## config.mk

```make
export PLATFORM = sky130hd
export DESIGN_NAME = rr_mux_reg
export DESIGN_NICKNAME = d
export VERILOG_FILES = /design/src/rtl/rr_mux_reg.sv
export SDC_FILE = /design/constraint.sdc
export NUM_CORES = 1
export LEC_CHECK = 0
export ABC_AREA = 0
export ABC_CLOCK_PERIOD_IN_PS = 6000
export CORE_ASPECT_RATIO = 0.6
export CORE_MARGIN = 2
export CORE_UTILIZATION = 35
export DETAILED_ROUTE_END_ITERATION = 10
export HOLD_SLACK_MARGIN = 0.08
export PLACE_DENSITY = 0.83
export SYNTH_ARGS = -nofsm -noshare
export SYNTH_HDL_FRONTEND = slang
export SYNTH_SLANG_ARGS = --single-unit
```

## constraint.sdc

```tcl
create_clock -name clk -period 6 [get_ports clk]
set_input_delay 1.8 -clock clk [delete_from_list [all_inputs] [get_ports clk]]
set_output_delay 1.8 -clock clk [all_outputs]
set_load 0.01 [all_outputs]
```

## src/rtl/rr_mux_reg.sv

```systemverilog
// rr_mux_reg
//
// Purpose:
//   Selects one of CHANNELS valid/ready word sources each cycle and loads the
//   chosen word into a single registered output stage. The output stage is a
//   one-entry buffer. It holds its word while the consumer stalls, and it can
//   be drained and reloaded on the same edge, so it sustains one word per
//   cycle. Arbitration is either fixed priority, where the highest index wins,
//   or round-robin, which starts the search just after the last channel served.
//
// Ports:
//   clk       system clock, rising edge
//   reset     asynchronous, active-high reset
//   di        packed channel words; channel i is di[i*DATA_LENGTH +: DATA_LENGTH]
//   di_valid  per-channel word-present flag
//   di_ready  per-channel accept strobe (at most one bit high)
//   do_data   registered output word
//   do_sel    index of the channel that supplied do_data
//   do_valid  output register holds an unconsumed word
//   do_ready  consumer accepts do_data this cycle

`ifndef DATA_LENGTH
`define DATA_LENGTH 8
`endif

module rr_mux_reg #(
  parameter int DATA_LENGTH = `DATA_LENGTH,
  parameter int CHANNELS    = 4,
  parameter int SEL_WIDTH   = $clog2(CHANNELS),
  parameter int ROUND_ROBIN = 1
) (
  input  logic                            clk,
  input  logic                            reset,
  input  logic [CHANNELS*DATA_LENGTH-1:0] di,
  input  logic [CHANNELS-1:0]             di_valid,
  output logic [CHANNELS-1:0]             di_ready,
  output logic [DATA_LENGTH-1:0]          do_data,
  output logic [SEL_WIDTH-1:0]            do_sel,
  output logic                            do_valid,
  input  logic                            do_ready
);

  logic                   load_en;
  logic [SEL_WIDTH-1:0]   last;
  logic [SEL_WIDTH-1:0]   grant_idx;
  logic                   any_grant;
  logic [CHANNELS-1:0]    grant;
  logic [DATA_LENGTH-1:0] sel_word;
  int                     idx;

  // The output register can take a new word when it is empty or when its
  // current word leaves on this edge.
  assign load_en = !do_valid | do_ready;

  // Arbitration picks at most one valid channel. The grant is forced to zero
  // during reset so that no ready strobe can leak out while the block is held.
  // In round-robin mode the search starts at last+1 and wraps at CHANNELS,
  // not at 2^SEL_WIDTH. An index outside the channel range is therefore never
  // produced. In fixed-priority mode the ascending loop lets the highest
  // valid index overwrite any lower one.
  always_comb begin
    grant     = '0;
    grant_idx = '0;
    any_grant = 1'b0;
    idx       = 0;
    if (!reset) begin
      if (ROUND_ROBIN != 0) begin
        for (int k = 1; k <= CHANNELS; k++) begin
          idx = int'(last) + k;
          if (idx >= CHANNELS) begin
            idx = idx - CHANNELS;
          end
          if (!any_grant && di_valid[SEL_WIDTH'(idx)]) begin
            any_grant = 1'b1;
            grant_idx = SEL_WIDTH'(idx);
          end
        end
      end else begin
        for (int i = 0; i < CHANNELS; i++) begin
          if (di_valid[SEL_WIDTH'(i)]) begin
            any_grant = 1'b1;
            grant_idx = SEL_WIDTH'(i);
          end
        end
      end
    end
    if (any_grant) begin
      grant[grant_idx] = 1'b1;
    end
  end

  // Steer the granted channel's word toward the output register.
  always_comb begin
    sel_word = '0;
    for (int i = 0; i < CHANNELS; i++) begin
      if (grant_idx == SEL_WIDTH'(i)) begin
        sel_word = di[i*DATA_LENGTH +: DATA_LENGTH];
      end
    end
  end

  // A channel sees ready only when it holds the grant and the output
  // register can accept. A stalled consumer therefore blocks every input.
  assign di_ready = grant & {CHANNELS{load_en}};

  // Output register and round-robin pointer.
  // The pointer moves only on an accepted transfer. After reset it points at
  // the last channel, so channel 0 is searched first. When the register can
  // load but no channel is valid, the register empties. do_data and do_sel
  // keep their previous values in that case, which keeps them stable.
  always_ff @(posedge clk or posedge reset) begin
    if (reset) begin
      do_data  <= '0;
      do_sel   <= '0;
      do_valid <= 1'b0;
      last     <= SEL_WIDTH'(CHANNELS - 1);
    end else if (load_en) begin
      if (any_grant) begin
        do_data  <= sel_word;
        do_sel   <= grant_idx;
        do_valid <= 1'b1;
        if (ROUND_ROBIN != 0) begin
          last <= grant_idx;
        end
      end else begin
        do_valid <= 1'b0;
      end
    end
  end

endmodule
```

Word-level counts from Yosys, hierarchy flattened
Index checks and enable logic that the tools add are counted.

storage, ports and cells
  register bits = 13
  input port bits = 39
  output and inout bits = 15
  logic and storage cells = 78

cells by class
  add/sub/neg operators = 8
  magnitude comparators = 10
  equal/unequal tests = 3
  muxes and demuxes = 41
  bitwise gates (word level) = 2
  reduce and logical (&&, ||, !) cells = 10

operators with widths
  cell                 count
  $mux 8               4
  $mux 2               13
  $mux 1               18
  $lt 2x4->1 const B   4
  $ge 3x3->1 const B   3
  $bmux 1 s2           4
  $sub 2x1->2 const B  4
  $add 2x2->3 const B  2
  $add 2x3->4 const B  1
  $and 4x4->4          1
  $eq 2x2->1 const B   2
  $ge 4x3->1 const B   1
  $logic_and 1x1->1    4
  $logic_not 1->1      4
  $mux 4               1
  $add 2x1->3 const B  1
  $lt 2x3->1 const B   1
  $demux 1 s2          1
  $eq 2x1->1 const B   1
  $ge 2x1->1 const B   1
  $logic_not 2->1      1
  $reduce_and 2->1     1
  $or 1x1->1           1

Depth between registers and ports, before layout
  depth after elaboration = 27
  mapped depth = 6
  gate-level depth less buffers = 5

Least setup slack after synthesis
Ideal clock, no wire load.

  path type = input -> output
  from = input port di_valid[3]
  to = output port di_ready[0]
  arrival time = 2.956 ns
  data required time = 4.200 ns
  slack = 1.244 ns
  stages on the path = 5
  path buffers = 1
  cells stage by stage = or2_2 -> o221a_1 -> buf_4 -> a2111o_1 -> inv_2

between the ends
  cells in the longest elaborated chain, start to end = 23
  elaborated cells on any way between the ends = 38
  those cells by class = order compare (2); mux (28); bitwise (1); reduce/logical (7)

ends and longest elaborated chain
  element                                                         RTL line  RTL
  start: declaration                                              35        input logic [CHANNELS-1:0] di_valid,
  $bmux 1 s2                                                      73        if (!any_grant && di_valid[SEL_WIDTH'(idx)]) begin
  $mux 1 (implied by the code) (2 in a row)                       73
  $mux 1                                                          73
  $mux 1                                                          66        if (!reset) begin
  $logic_not 1->1                                                 73
  $logic_and 1x1->1                                               73
  $mux 1                                                          73
  $mux 1                                                          66
  (+6 left out)                                                   --
  $mux 2                                                          73
  $mux 2                                                          66
  $lt 2x3->1 (implied by the code) or $ge 2x1->1 (tied branches)  88        grant[grant_idx] = 1'b1;
  $logic_and 1x1->1 (implied by the code)                         88
  $mux 1 (implied by the code)                                    88
  $demux 1 s2                                                     88
  $mux 4 *                                                        87        if (any_grant) begin
  $and 4x4->4 *                                                   104       assign di_ready = grant & {CHANNELS{load_en}};
  end: declaration                                                36        output logic [CHANNELS-1:0] di_ready,

Every way passes the cells marked *; elsewhere a longest branch is shown, timed or not. The select of a mux whose other input is x is not followed.

Worst setup path in the final report
  from = input port di_valid[1]
  to = output port di_ready[0]

Same word-level chain as after synthesis.

==> impl_metrics.tcl <==
set metrics [dict create \
    outcome "finished, final reports clean" \
    clock_latency_ns 0.24 \
    cp.arrival_ns 3.96 \
    io_buffers 53 \
    start_kind "input port" \
    hpwl_um 2120 \
    hold_path_class "flop to flop" \
    dieArea_um2 2750 \
    fp-row-count 13 \
    synthToLayoutAreaGrowth_pct 78.4 \
    cts_tree "done" \
    die_w_um 66.4 \
    final_hold_viol_count 0 \
    first_pass_iters 4 \
    p_per_area_nw_per_um2 258 \
    min_to "do_sel[1]" \
    rrSetupSlack_ns 3.83 \
    whs_ns 0.476 \
    fin_setup_tns_ns 0 \
    grt_use_total 0.199 \
    end_kind "output pin" \
    worstMarginPinSlew_ns 0.707 \
    drt-vias-per-instance 5.53 \
    yosysTopAreaCell "dfrtp_1" \
    p_leak_nw 0.566 \
    syn_avg_cell_area_um2 9.41 \
    antenna_found_initial 0 \
    io_pins 54 \
    required_ns 4.20 \
    r2r_start "last[0]" \
    initial_core_util 0.373 \
    gp_congestion 0.798 \
    final_cell_mix "clkdlybuf4s50_1, o22ai_1, dfrtp_1" \
    grt-ovfl-total 0 \
    syn_nets 126 \
    timing_worst_setup_path_type "input port to output pin" \
    cts_buffers 3 \
    ctsHoldBuffers 0 \
    power_mw 0.377 \
    fmax_mhz 174 \
    period_needed_ns 5.76 \
    via_count 974 \
    syn_inst 87 \
    wl_um 2790 \
    synth.distinct_cells 33 \
    layout-drive-gt1-share 0.0959 \
    yosysWarnings 0 \
    drt-initial-drc-count 59 \
    synth-edff-count 0 \
    pre_cts_slack_ns 0.288 \
    slew_headroom 0.526 \
    finClkSkew_ns 0.00331 \
    h-tree-depth 1 \
    first_global_vias 908 \
    holdPathStages 1 \
    antenna_cells 0 \
    finalSetupViolCount 0 \
    core-area_um2 2200 \
    finalMaxSlewViolations 0 \
    drv_cap 0 \
    rsz0062_at_grt "no" \
    ys_seq_area_frac 0.401 \
    cp_max_fo 7 \
    min_from "do_sel[1]" \
    clkTransAtPathRegs_ns 0.05 \
    postLayoutSetupSlackWorst_ns 0.238 \
    postCtsSetupBuffers 0 \
    synth_ff_type "dfrtp_1" \
    die_h_um 41.5 \
    drc 0 \
    cts_sinks 13 \
    final_nets 186 \
    r2r_end "do_data[0]" \
    antenna_left 0 \
    grt_max_degree 17 \
    netlist_area_um2 818 \
    cts_resized 0 \
    reg2reg_depth 6 \
    synth_top_area_frac 0.336 \
    ir_worst_vdd_mv 0.160 \
    yosys-top-cells-area "dfrtp_1, o22ai_1, mux2_1" \
    clock_path_buffers 2 \
    async_flop_share 1.00 \
    period_share 0.960 \
    synth-seq-cells 13 \
    grt_pass1_wl_um 4170 \
    cts-root-buf "clkbuf_8" \
    mostFrequentLayoutCell "clkdlybuf4s50_1" \
    wl_per_cell_um 15.8 \
]
## per-layer routing
metal	track usage	vias to the layer above	part of all wire
met5	0	-	0
met4	0.0367	0	0.0036
met3	0.0623	2	0.11
met2	0.300	62	0.43
met1	0.282	454	0.46
li1	-	456	-
## stage by stage
| step | cells | util | instance area [um^2] |
|---|---|---|---|
| global placement | 172 | 0.644 | 1420 |
| floorplan | 87 | - | 818 |
| global route | 176 | 0.665 | 1460 |
| finish | 176 | 0.665 | 1460 |
| detailed placement | 172 | 0.644 | 1420 |
| CTS | 176 | 0.665 | 1460 |
## final cells by class
class                   instances  area, um^2
clock buffers                   4        45.0
multi-input cells              68         467
inverters                       2        7.51
flip-flops and latches         13         328
repair buffers                 59         576
fillers                       176         736
well taps                      30        37.5
## worst max-delay path, cell delays in order
cell and delay, ns:
clkdlybuf4s50_1 0.57, nand2b_1 0.12, o221a_1 0.37, a2111o_1 0.47, inv_2 0.08, clkdlybuf4s50_1 0.54
## cells in the mapped netlist (2+ instances only)
master / instances
dfstp_2: 2
dfrtp_1: 11
o22ai_1: 14
a21o_1: 2
nor2_1: 3
a21oi_1: 9
o41ai_1: 2
nor3b_1: 2
mux2_1: 7
nor3_1: 4
nor2b_1: 3
o21a_1: 2
buf_2: 2
nand2_1: 3
or2b_1: 3
## power breakdown
group          leakage (nW)  internal (mW)  switching (mW)
sequential            0.144          0.112          0.0155
clock                0.0228         0.0469          0.0320
combinational         0.400         0.0985          0.0724
## flip-flops by register name, summed over array words and instances (netlist names)
| signal | flops |
|---|---|
| do_sel | 2 |
| do_data | 8 |
| last | 2 |
| do_valid | 1 |
## cell families (layout without fill, tap and decap cells)
| kind of cell | count (synthesis) | in the layout | synth area share |
|---|---|---|---|
| muxes | 7 | 7 | 0.0963 |
| and+or+nand+nor | 25 | 25 | 0.176 |
| buffers and inverters | 6 | 65 | 0.0352 |
| AOI/OAI and AO/OA | 36 | 36 | 0.292 |
| DFF | 13 | 13 | 0.401 |
## worst max-delay path by stage
stage | start | end | slack, ns | cells past startpoint
4_1_cts | di_valid[1] | di_ready[0] | 0.25 | 6
3_3_place_gp | di_valid[3] | di_ready[0] | 0.35 | 6
2_1_floorplan | di_valid[3] | di_ready[0] | 1.24 | 5
3_5_place_dp | di_valid[1] | di_ready[0] | 0.29 | 6
5_1_grt | di_valid[3] | di_ready[1] | 0.09 | 7
6_report | di_valid[1] | di_ready[0] | 0.24 | 6
Power figures use the tool's default switching activity.
